$ cat config.mk
export PLATFORM = sky130hd
export DESIGN_NAME = fu_operand_regbank
export DESIGN_NICKNAME = d
export VERILOG_FILES = /design/src/rtl/fu_operand_regbank.sv
export SDC_FILE = /design/constraint.sdc
export NUM_CORES = 1
export LEC_CHECK = 0
export BUFFER_PORTS_ARGS = -buffer_cell sky130_fd_sc_hd__buf_2
export CAP_MARGIN = 20
export CORE_ASPECT_RATIO = 0.9
export CORE_UTILIZATION = 40
export CTS_BUF_LIST = sky130_fd_sc_hd__clkbuf_8
export CTS_CLUSTER_DIAMETER = 30
export CTS_CLUSTER_SIZE = 8
export DETAILED_ROUTE_END_ITERATION = 10
export GPL_TIMING_DRIVEN = 0
export PLACE_DENSITY = 0.66
export SLEW_MARGIN = 10
export SYNTH_ARGS = -nofsm -noshare
export SYNTH_HDL_FRONTEND = slang
export SYNTH_SLANG_ARGS = --single-unit
$ cat constraint.sdc
create_clock -name clk -period 2 [get_ports clk]
set_input_delay 0.3 -clock clk [delete_from_list [all_inputs] [get_ports clk]]
set_output_delay 0.3 -clock clk [all_outputs]
set_load 0.05 [all_outputs]
$ cat src/rtl/fu_operand_regbank.sv
// Register bank and operand/write-back pipeline that feeds the 4-bit
// function unit, with result forwarding, R0 fixed at zero and a halt input.
//
// Ports:
//   clk, rst_n            clock, asynchronous active-low reset
//   halt                  freezes the pipeline, RF and flags
//   cw_valid/cw_ready     control word handshake (cw_ready = ~halt)
//   cw_aa/ba/da           source A, source B and destination addresses
//   cw_mb/cw_const        B operand select (1: constant) and constant
//   cw_fs/cw_rw           function select, register write enable
//   fu_a/fu_b/fu_fs       registered operands and function select
//   fu_f/fu_flags         function unit result and flags
//   flags_q               flags of the last completed op
//   wb_valid/addr/data    write-back pulse, destination and data
//   dbg_addr/dbg_data     combinational debug read (not forwarded)
module fu_operand_regbank #(
    parameter int  N    = 4,
    parameter int  REGS = 8,
    localparam int AW   = $clog2(REGS)
) (
    input  logic          clk,
    input  logic          rst_n,
    input  logic          halt,
    input  logic          cw_valid,
    output logic          cw_ready,
    input  logic [AW-1:0] cw_aa,
    input  logic [AW-1:0] cw_ba,
    input  logic [AW-1:0] cw_da,
    input  logic          cw_mb,
    input  logic [N-1:0]  cw_const,
    input  logic [N:0]    cw_fs,
    input  logic          cw_rw,
    output logic [N-1:0]  fu_a,
    output logic [N-1:0]  fu_b,
    output logic [N:0]    fu_fs,
    input  logic [N-1:0]  fu_f,
    input  logic [N-1:0]  fu_flags,
    output logic [N-1:0]  flags_q,
    output logic          wb_valid,
    output logic [AW-1:0] wb_addr,
    output logic [N-1:0]  wb_data,
    input  logic [AW-1:0] dbg_addr,
    output logic [N-1:0]  dbg_data
);

    logic [N-1:0]  rf [REGS];
    logic          op_valid;
    logic          op_rw;
    logic [AW-1:0] op_da;

    logic          accept;
    logic          wr_en;
    logic          hit_a;
    logic          hit_b;
    logic [N-1:0]  rd_a;
    logic [N-1:0]  rd_b;

    assign cw_ready = ~halt;
    assign accept   = cw_valid && !halt;

    // R0 is never written, so it reads its reset value of zero.
    assign wr_en = op_valid && !halt && op_rw
                 && (op_da != '0);

    // The op in EX has not written yet; bypass its result
    // so a dependent word issues without a bubble.
    assign hit_a = op_valid && op_rw
                 && (op_da == cw_aa)
                 && (cw_aa != '0);
    assign hit_b = op_valid && op_rw
                 && (op_da == cw_ba)
                 && (cw_ba != '0);

    assign rd_a = hit_a ? fu_f : rf[cw_aa];
    assign rd_b = hit_b ? fu_f : rf[cw_ba];

    assign dbg_data = rf[dbg_addr];

    always_ff @(posedge clk or negedge rst_n) begin
        if (!rst_n) begin
            for (int i = 0; i < REGS; i++) begin
                rf[i] <= '0;
            end
        end else if (wr_en) begin
            rf[op_da] <= fu_f;
        end
    end

    always_ff @(posedge clk or negedge rst_n) begin
        if (!rst_n) begin
            op_valid <= 1'b0;
            op_rw    <= 1'b0;
            op_da    <= '0;
            fu_a     <= '0;
            fu_b     <= '0;
            fu_fs    <= '0;
        end else if (!halt) begin
            op_valid <= accept;
            if (accept) begin
                fu_a  <= rd_a;
                fu_b  <= cw_mb ? cw_const : rd_b;
                fu_fs <= cw_fs;
                op_da <= cw_da;
                op_rw <= cw_rw;
            end
        end
    end

    always_ff @(posedge clk or negedge rst_n) begin
        if (!rst_n) begin
            flags_q  <= '0;
            wb_valid <= 1'b0;
            wb_addr  <= '0;
            wb_data  <= '0;
        end else begin
            // Pulse only on edges that actually wrote the RF.
            wb_valid <= wr_en;
            if (op_valid && !halt) begin
                flags_q <= fu_flags;
            end
            if (wr_en) begin
                wb_addr <= op_da;
                wb_data <= fu_f;
            end
        end
    end

endmodule

==> summary.md <==
| Metric | Value |
|---|---|
| CP Depth | 3 |
| Total of max-cap violations | 0 |
| Psw | 1620 uW |
| GRT Overall Usage | 19.2% |
| Initial antenna violation count | 0 |
| R2r endpoint | fu_a[3]$_DFFE_PN0P_ |
| DR iter-0 viols | 113 |
| P_leak | 0.00194 uW |
| Delay-heaviest family, CP | multiplexers |
| Cells after synthesis | 264 |
| Vias in the first global route | 2297 |
| Multi-input gate area | 0.00171 mm^2 |
| Setup ws final | -0.00514 ns |
| Internal power | 2830 uW |
| Slowest-stage cell, CP | mux4_2 |
| CP Max Fanout | 4 |
| Sw Ratio | 36.4% |
| Final setup viols | 2 |
| First-pass GRT wire length | 12300 um |
| Crit path capture | dbg_data[3] |
| Antenna Nets Post-Route | 0 |
| Net count after synthesis | 299 |
| Fillcell total | 712 |
| CP required | 1.70 ns |
| Fin nets | 373 |
| Comb power frac | 33.7% |
| RR Startpoint | op_da[0]$_DFFE_PN0P_ |
| Crit path capture type | output pin |
| Clock transition at path regs | 0.07 ns |
| Synth cell types | 37 |
| Clock latency on the worst-skew pair | 0.35 ns |
| RSZ-0062 raised after global routing | yes |
| Failing checks | setup timing |
| Peak per-stage delay on the critical path | 0.49 ns |
| Reg2Reg Depth | 5 |
| Yosys reg bits | 62 |
| Register area | 0.00155 mm^2 |
| Fraction of layout cells with a size suffix above 1 | 43.4% |
| Tcrit/Tclk final | 100% |
| Largest net degree at the start of global routing | 63 |
| Worst VDD drop | 0.597 mV |
| Hold Violations, Final | 0 |
| Fin util | 50.7% |
| PortBufs | 52 |
| Total grt overflow | 0 |
| HP Class | in -> async |
| Routed vias | 2467 |
| Post-route setup TNS | -0.0102 ns |
| Die Ht | 89.1 um |
| CP Buf/Inv Count | 1 |
| Slew @ Worst Pin | 0.792 ns |
| H-tree depth | 3 |
| Clock root buffer | clkbuf_8 |
| CTS Buffer Depth | 2 |
| Final min period | 2.01 ns |
| F_max | 499 MHz |
| Clock sinks | 62 |
| # IOs | 65 |
| Vias/cell | 5.58 |
| Critical path class | reg -> out |
| Startpoint types | register |
| Drt pass-1 iters | 4 |
| Clock power share | 28.3% |
| Slew Limit Fails | 0 |
| RePlAce Congestion | 0.808 |
| Flop-to-flop setup slack | 0.09 ns |
| Seq/Total Area, Yosys | 46.0% |
| Die area | 0.00881 mm^2 |
| Status | finished with violations |
| Total CTS buffers | 9 |
| CTS tree | built |
| Wire length per cell | 18.4 um |
| Chip Width | 98.8 um |
| Worst setup path startpoint | rf[15]$_DFFE_PN0P_ |
| CP Data Arrival Time | 1.71 ns |
| Initial Utilization | 41.6% |
| Ant diodes | 0 |
| Reg power frac | 38.0% |
| Row Count | 31 |
| Mapped Avg Cell Area | 12.8 um^2 |
| P per Cell Area | 1080 mW/mm^2 |
| Area Overhead vs Synth | 21.9% |
| Mapped Area | 0.00337 mm^2 |
| Core area | 0.00811 mm^2 |
| Post-DP HPWL | 5490 um |
| Final WL | 8130 um |
| YS warnings | 0 |
| Clock skew | 0.00846 ns |
| DRC Markers | 0 |
| CP cell instances | mux4_2 -> mux2_4 -> buf_6 |
| Slew HR | 47.2% |
-- metrics by stage --
step	hold slack (ns)	std cells	setup slack, ns	cell area (um^2)	total power [uW]
finish	0.0346	442	-0.00514	4110	4450
global route	0.0940	442	-0.0462	4110	4660
CTS	0.0602	433	0.000730	4020	4400
detailed placement	0.440	415	0.0619	3760	3090
global placement	0.453	415	0.0606	3760	3060
floorplan	0.00441	264	0.265	3370	2740
-- area by class of cell --
class,instances,area share [%]
multi-input combinational,172,41.5
clock inverter,7,2.37
clock buffer,9,3.01
timing repair buffer,63,9.19
tap,99,3.01
buffer,25,2.68
inverter,5,0.456
sequential,62,37.7
-- worst register-to-register path, stage by stage (launching register included) --
cell	delay (ns)
dfrtp_1	0.40
buf_2	0.19
and2b_1	0.17
a2111o_1	0.44
or2_4	0.29
o311a_1	0.30
-- power groups by stage --
| stage | Sequential (uW) | Combinational [uW] | Clock (uW) |
|---|---|---|---|
| floorplan | 2060 | 675 | 0 |
| global placement | 1700 | 1360 | 0 |
| detailed placement | 1710 | 1380 | 0 |
| CTS | 1690 | 1430 | 1280 |
| global route | 1730 | 1590 | 1350 |
| finish | 1690 | 1500 | 1260 |
-- placed cells by master, fill, tap and decap left out, types with 2 or more instances in the layout --
| master | Yosys | layout |
|---|---|---|
| dfrtp_1 | 62 | 62 |
| buf_2 | 7 | 54 |
| mux2_2 | 44 | 40 |
| nand2_1 | 37 | 37 |
| mux4_2 | 16 | 16 |
| buf_4 | 0 | 12 |
| clkbuf_1 | 10 | 10 |
| nand2b_1 | 9 | 9 |
| clkbuf_8 | 0 | 9 |
| mux4_1 | 8 | 8 |
| buf_1 | 7 | 7 |
| o21ai_0 | 7 | 7 |
| inv_1 | 5 | 5 |
| nor2_1 | 5 | 5 |
| a31oi_1 | 5 | 5 |
| mux2_4 | 0 | 4 |
| nand3_1 | 3 | 3 |
| xor2_1 | 3 | 3 |
| buf_6 | 1 | 3 |
| o2111ai_1 | 3 | 3 |
| o311a_1 | 3 | 3 |
| a21oi_1 | 3 | 3 |
| a211oi_1 | 3 | 3 |
| a32o_1 | 3 | 3 |
| or3_1 | 2 | 2 |
| nor2b_1 | 2 | 2 |
| o21bai_1 | 2 | 2 |
| mux2i_1 | 2 | 2 |
| clkinvlp_4 | 0 | 2 |
| bufinv_16 | 0 | 2 |
| buf_8 | 0 | 2 |
-- kinds of logic (layout without fill, tap and decap cells) --
family	after synthesis	count (layout)	synth area share, %
AND/OR/NAND/NOR	63	63	8.72
AO/OA/AOI/OAI	35	35	8.23
flip-flops	62	62	46.0
XOR/XNOR	4	4	1.04
buffers and inverters	30	109	3.82
multiplexers	70	70	32.2
-- registers in the layout (all words and copies together) (netlist names) --
register	cells
rf	32
fu_fs	5
flags_q	4
fu_a	4
fu_b	4
wb_data	4
op_da	3
wb_addr	3
op_rw	1
op_valid	1
wb_valid	1
-- how the worst min path moves through the flow --
stage                          from                endpoint  cells after the start
3_3_place_gp   fu_fs[1]$_DFFE_PN0P_    fu_fs[1]$_DFFE_PN0P_                      2
5_1_grt                       rst_n      rf[17]$_DFFE_PN0P_                      1
4_1_cts                       rst_n  wb_data[3]$_DFFE_PN0P_                      1
3_5_place_dp                  rst_n      rf[21]$_DFFE_PN0P_                      1
6_report                      rst_n      rf[21]$_DFFE_PN0P_                      1
2_1_floorplan                 rst_n  flags_q[0]$_DFFE_PN0N_                      0
-- Yosys cell counts --
| cell | number | area share [%] |
|---|---|---|
| xor2_1 | 3 | 0.78 |
| or3_1 | 2 | 0.37 |
| a211oi_1 | 3 | 0.67 |
| nand4_1 | 1 | 0.19 |
| o41ai_1 | 1 | 0.26 |
| mux4_1 | 8 | 6.2 |
| o21ai_0 | 7 | 1.0 |
| and4_1 | 1 | 0.26 |
| nor2_1 | 5 | 0.56 |
| mux2_2 | 44 | 15 |
| and3b_1 | 1 | 0.26 |
| buf_6 | 1 | 0.33 |
| a21o_1 | 1 | 0.22 |
| buf_1 | 7 | 0.78 |
| nor2b_1 | 2 | 0.37 |
| inv_1 | 5 | 0.56 |
| nand2_1 | 37 | 4.1 |
| mux4_2 | 16 | 11 |
| xnor2_1 | 1 | 0.26 |
| clkbuf_1 | 10 | 1.1 |
| a32o_1 | 3 | 0.89 |
| nand3_1 | 3 | 0.44 |
| o311a_1 | 3 | 0.89 |
| o2111ai_1 | 3 | 0.78 |
| dfrtp_1 | 62 | 46 |
| and2b_1 | 1 | 0.22 |
| a22o_1 | 1 | 0.26 |
| nand2b_1 | 9 | 1.7 |
| o21bai_1 | 2 | 0.44 |
| buf_2 | 7 | 1.0 |
| a2111oi_4 | 1 | 0.82 |
| or2_4 | 1 | 0.26 |
| mux2i_1 | 2 | 0.59 |
| o31a_1 | 1 | 0.26 |
| a21oi_1 | 3 | 0.44 |
| a2111o_1 | 1 | 0.33 |
| a31oi_1 | 5 | 0.93 |
-- timing repair --
action	in CTS	in global routing
setup buffers	2	9
pin swaps	0	0
resized for setup	8	6
endpoints found under the setup margin	4	4
hold buffers	0	0
-- layer usage --
metal	vias up	share of wire [%]	GRT usage (%)	routed length, um
met1	1247	44	25.1	3540
met3	15	4.6	3.91	375
met5	-	0	0	0
met2	72	50	31.0	4060
li1	1133	-	-	-
met4	0	1.9	9.23	157
Power figures use the tool's default switching activity.
